$ cat config.mk
export PLATFORM = sky130hd
export DESIGN_NAME = read_resp_unpacker
export DESIGN_NICKNAME = d
export VERILOG_FILES = /design/src/rtl/read_resp_unpacker.sv
export SDC_FILE = /design/constraint.sdc
export NUM_CORES = 1
export LEC_CHECK = 0
export ABC_AREA = 1
export CELL_PAD_IN_SITES_DETAIL_PLACEMENT = 1
export CELL_PAD_IN_SITES_GLOBAL_PLACEMENT = 1
export CORE_MARGIN = 3
export CORE_UTILIZATION = 25
export CTS_CLUSTER_DIAMETER = 40
export DETAILED_ROUTE_END_ITERATION = 10
export DONT_BUFFER_PORTS = 1
export GPL_TIMING_DRIVEN = 0
export PLACE_DENSITY_LB_ADDON = 0.2
export SLEW_MARGIN = 20
export SYNTH_ARGS = -nofsm -noshare
export SYNTH_HDL_FRONTEND = slang
export SYNTH_SLANG_ARGS = --single-unit
$ cat constraint.sdc
create_clock -name clk_in -period 1.6 [get_ports clk_in]
set_input_delay 0.24 -clock clk_in [delete_from_list [all_inputs] [get_ports clk_in]]
set_output_delay 0.24 -clock clk_in [all_outputs]
set_load 0.02 [all_outputs]
$ cat src/rtl/read_resp_unpacker.sv
// rtl/read_resp_unpacker.sv - serialises DRAM read-response words into a framed pixel stream
module read_resp_unpacker #(
    parameter int WORD_WIDTH  = 128,
    parameter int PIXEL_WIDTH = 16,
    parameter int FRAME_WORDS = 115200
) (
    input  logic                   clk_in,
    input  logic                   rst_in,
    input  logic                   valid_resp_in,
    input  logic [WORD_WIDTH-1:0]  data_resp_in,
    input  logic                   last_resp_in,
    output logic                   ready_resp_out,
    output logic [PIXEL_WIDTH-1:0] pixel_out,
    output logic                   pixel_valid_out,
    input  logic                   pixel_ready_in,
    output logic                   pixel_first_out,
    output logic                   pixel_last_out,
    output logic                   frame_err_out
);

    localparam int PPW    = WORD_WIDTH / PIXEL_WIDTH;
    localparam int LANE_W = (PPW > 1) ? $clog2(PPW) : 1;
    localparam int CNT_W  = (FRAME_WORDS > 1) ? $clog2(FRAME_WORDS) : 1;

    localparam logic [LANE_W-1:0] LAST_LANE  = LANE_W'(PPW - 1);
    localparam logic [CNT_W-1:0]  LAST_COUNT = CNT_W'(FRAME_WORDS - 1);

    logic [PPW-1:0][PIXEL_WIDTH-1:0] held_word;
    logic                            held_last;
    logic                            full;
    logic [LANE_W-1:0]               lane;
    logic                            first_pending;
    logic [CNT_W-1:0]                word_count;
    logic                            frame_err;

    logic pix_hs;
    logic at_last_lane;
    logic accept;
    logic at_frame_end;

    assign pix_hs       = full && pixel_ready_in;
    assign at_last_lane = (lane == LAST_LANE);
    assign at_frame_end = (word_count == LAST_COUNT);

    // Retiring the last lane frees the holding register in the same cycle,
    // so a waiting word lands with no bubble on the pixel stream.
    assign ready_resp_out = !full || (pix_hs && at_last_lane);
    assign accept         = valid_resp_in && ready_resp_out;

    assign pixel_valid_out = full;
    assign pixel_out       = held_word[lane];
    assign pixel_first_out = full && first_pending && (lane == '0);
    assign pixel_last_out  = full && held_last && at_last_lane;
    assign frame_err_out   = frame_err;

    always_ff @(posedge clk_in) begin
        if (rst_in) begin
            held_word <= '0;
            held_last <= 1'b0;
            full      <= 1'b0;
            lane      <= '0;
        end else if (accept) begin
            held_word <= data_resp_in;
            held_last <= last_resp_in;
            full      <= 1'b1;
            lane      <= '0;
        end else if (pix_hs) begin
            if (at_last_lane) begin
                full <= 1'b0;
            end else begin
                lane <= lane + LANE_W'(1);
            end
        end
    end

    // Set wins over clear so a one-pixel frame still re-arms the first marker.
    always_ff @(posedge clk_in) begin
        if (rst_in) begin
            first_pending <= 1'b1;
        end else if (pix_hs && pixel_last_out) begin
            first_pending <= 1'b1;
        end else if (pix_hs && pixel_first_out) begin
            first_pending <= 1'b0;
        end
    end

    always_ff @(posedge clk_in) begin
        if (rst_in) begin
            word_count <= '0;
            frame_err  <= 1'b0;
        end else if (accept) begin
            if (last_resp_in || at_frame_end) begin
                word_count <= '0;
            end else begin
                word_count <= word_count + CNT_W'(1);
            end
            if (last_resp_in != at_frame_end) begin
                frame_err <= 1'b1;
            end
        end
    end

endmodule
==> flow_summary.json <==
{
  "final_common_cell": "nor2_1",
  "ir_drop_mv": 0.654,
  "clockBufferDepth": 2,
  "end_kind": "output pin",
  "area_delta_synth_final_pct": 46.5,
  "io_pins": 154,
  "hold_viol": 2,
  "setup_viol": 170,
  "grt_pass1_vias": 7234,
  "grt_max_degree": 17,
  "min_period_over_period": 1.20,
  "final_cell_mix": "nor2_1, dfxtp_1, dlygate4sd3_1",
  "die_area_mm2": 0.0289,
  "dp_hpwl_mm": 20.6,
  "slew_violations": 0,
  "avgSynthCellArea_um2": 6.90,
  "die_h_um": 170,
  "worst_ep_required_time_ps": 1360,
  "layout-drive-gt1-share": 0.165,
  "whs_ps": -11.3,
  "grt_remaining_overflow": 0,
  "p_leak_nw": 4.00,
  "use_met1": 0.265,
  "nets": 1262,
  "avgRoutedWirePerCell_um": 19.0,
  "power_per_cell_area_mw_per_mm2": 1010,
  "met2_usage": 0.302,
  "seq_area_frac_synth": 0.452,
  "rows": 59,
  "post_drt_via_cell_ratio": 4.67,
  "drtIter0Drc": 355,
  "num_vias": 6871,
  "num_antenna_cells": 0,
  "fill_cells": 3197,
  "cts-root-buf": "clkbuf_16",
  "syn_nets": 1114,
  "initial_core_util": 0.256,
  "cts_buffers": 17,
  "violations": "negative hold slack, negative setup slack",
  "gp_congestion": 0.771,
  "core_area_mm2": 0.0263,
  "start_kind": "flip-flop",
  "firstDrtPassIters": 4,
  "tightest_slew_ps": 536,
  "track_usage": 0.191,
  "synthCells": 975,
  "syn_area_mm2": 0.00673,
  "rsz0062_at_grt": "true",
  "port_buffers": 0,
  "cp_max_fo": 7,
  "route.antenna.remaining_nets": 0,
  "hold_class": "in2reg",
  "drc_errors": 0,
  "ys.warnings.count": 0,
  "ys_seq_elements": 152,
  "min_period_ps": 1930,
  "outcome": "finished with violations",
  "cap_violations": 0,
  "criticalPathCategory": "reg2out",
  "grt-busiest-layer": "met2",
  "netlist-cell-type-count": 31,
  "cts_sinks": 152,
  "fp.dieW_um": 170,
  "htree_num_levels": 4,
  "fmax_mhz": 519,
  "finClkSkew_ps": 11.5,
  "tritoncts": "done",
  "antenna_found_initial": 0,
  "multiInputGateArea_mm2": 0.00367,
  "grt_pass1_wl_mm": 41.9,
  "crit_arrival_ps": 1690,
  "slew_headroom": 0.643,
  "grt.met3_usage": 0.0458,
  "ff_latch_area_mm2": 0.00305,
  "total_power_mw": 9.99,
  "worstSkewPairLatency_ps": 430,
  "wl_mm": 27.9,
  "setup_ws_ps": -326,
  "path_clk_slew_ps": 60
}
## worst max-delay path, cell delays in order (launching register included)
cell       delay, ps
dfxtp_4          380
inv_4             40
buf_8            130
clkbuf_16        170
buf_12           140
o21ai_2          120
o22ai_2           90
nand2_2          100
nand2_4           90
## state kept, by name (all words and copies together) (netlist names)
name and count:
pixel_valid_out 1, lane 3, held_last 1, frame_err_out 1
first_pending 1, word_count 17, held_word 128
## kinds of logic after synthesis
group,share of synthesized area
AOI/OAI and AO/OA,0.188
xor gates and xnor gates,0.00651
adders and majority gates,0.0112
buffers and inverters,0.0677
DFF,0.452
and+or+nand+nor,0.274
## stage by stage
step | instances | worst slack, ps | util | instance area, um^2 | TNS, ps
after floorplan | 975 | 11.5 | - | 6750 | 0
after global placement | 1310 | -572 | 0.273 | 7170 | -61550
after detailed placement | 1310 | -536 | 0.273 | 7170 | -59780
after CTS | 1468 | -337 | 0.367 | 9640 | -33420
after global routing | 1471 | -401 | 0.375 | 9860 | -49790
final | 1471 | -326 | 0.375 | 9860 | -35450
## per-layer routing
layer  vias to the layer above  wire length [um]
met5                         -                 0
met4                         0               333
met3                        20              1760
met2                       151             12500
met1                      3223             13300
li1                       3477                 -
## worst paths after layout
path	start	slack, ps	cells past startpoint	endpoint
setup / recovery	lane[0]$_SDFFE_PP0P_	-330	8	pixel_out[7]
setup reg to reg	lane[1]$_SDFFE_PP0P_	-290	10	held_word[60]$_SDFFE_PP0P_
hold reg to reg	first_pending$_SDFFE_PP1P_	450	2	first_pending$_SDFFE_PP1P_
hold / removal	data_resp_in[116]	-10	2	held_word[116]$_SDFFE_PP0P_
## Yosys cell counts, drive strengths merged
master	count	area (um^2)
a31oi	1	6.26
nand4	5	31.3
a21oi	11	55.1
dfxtp	152	3040
clkbuf	31	124
ha	6	75.1
o22ai	32	200
xnor2	2	17.5
a211oi	1	12.5
buf	35	199
nor2	348	1330
nand3b	3	22.5
nand3	13	65.1
o21ai	197	986
clkinv	2	8.75
nor3	3	15.0
o31ai	1	7.51
xor2	3	26.3
nand2	96	378
inv	33	124
## timing repair
item	CTS	global route
cloned	0	1
gates resized for setup	251	69
setup buffers	6	1
hold buffers	120	1
hold endpoints to repair	121	1
pin swaps	28	25
endpoints found under the setup margin	171	170
## power breakdown
part	switching [mW]	internal (mW)
registers	0.207	4.07
clock network	1.69	2.31
logic	0.963	0.745
## area by class of cell
type / count / share of cell area
buffer: 66 / 0.0690
multi-input combinational: 722 / 0.373
sequential: 152 / 0.309
timing repair buffer: 129 / 0.133
tap: 335 / 0.0425
clock inverter: 10 / 0.0126
clock buffer: 22 / 0.0451
inverter: 35 / 0.0156
No activity file was read; power rests on OpenSTA's default activity.
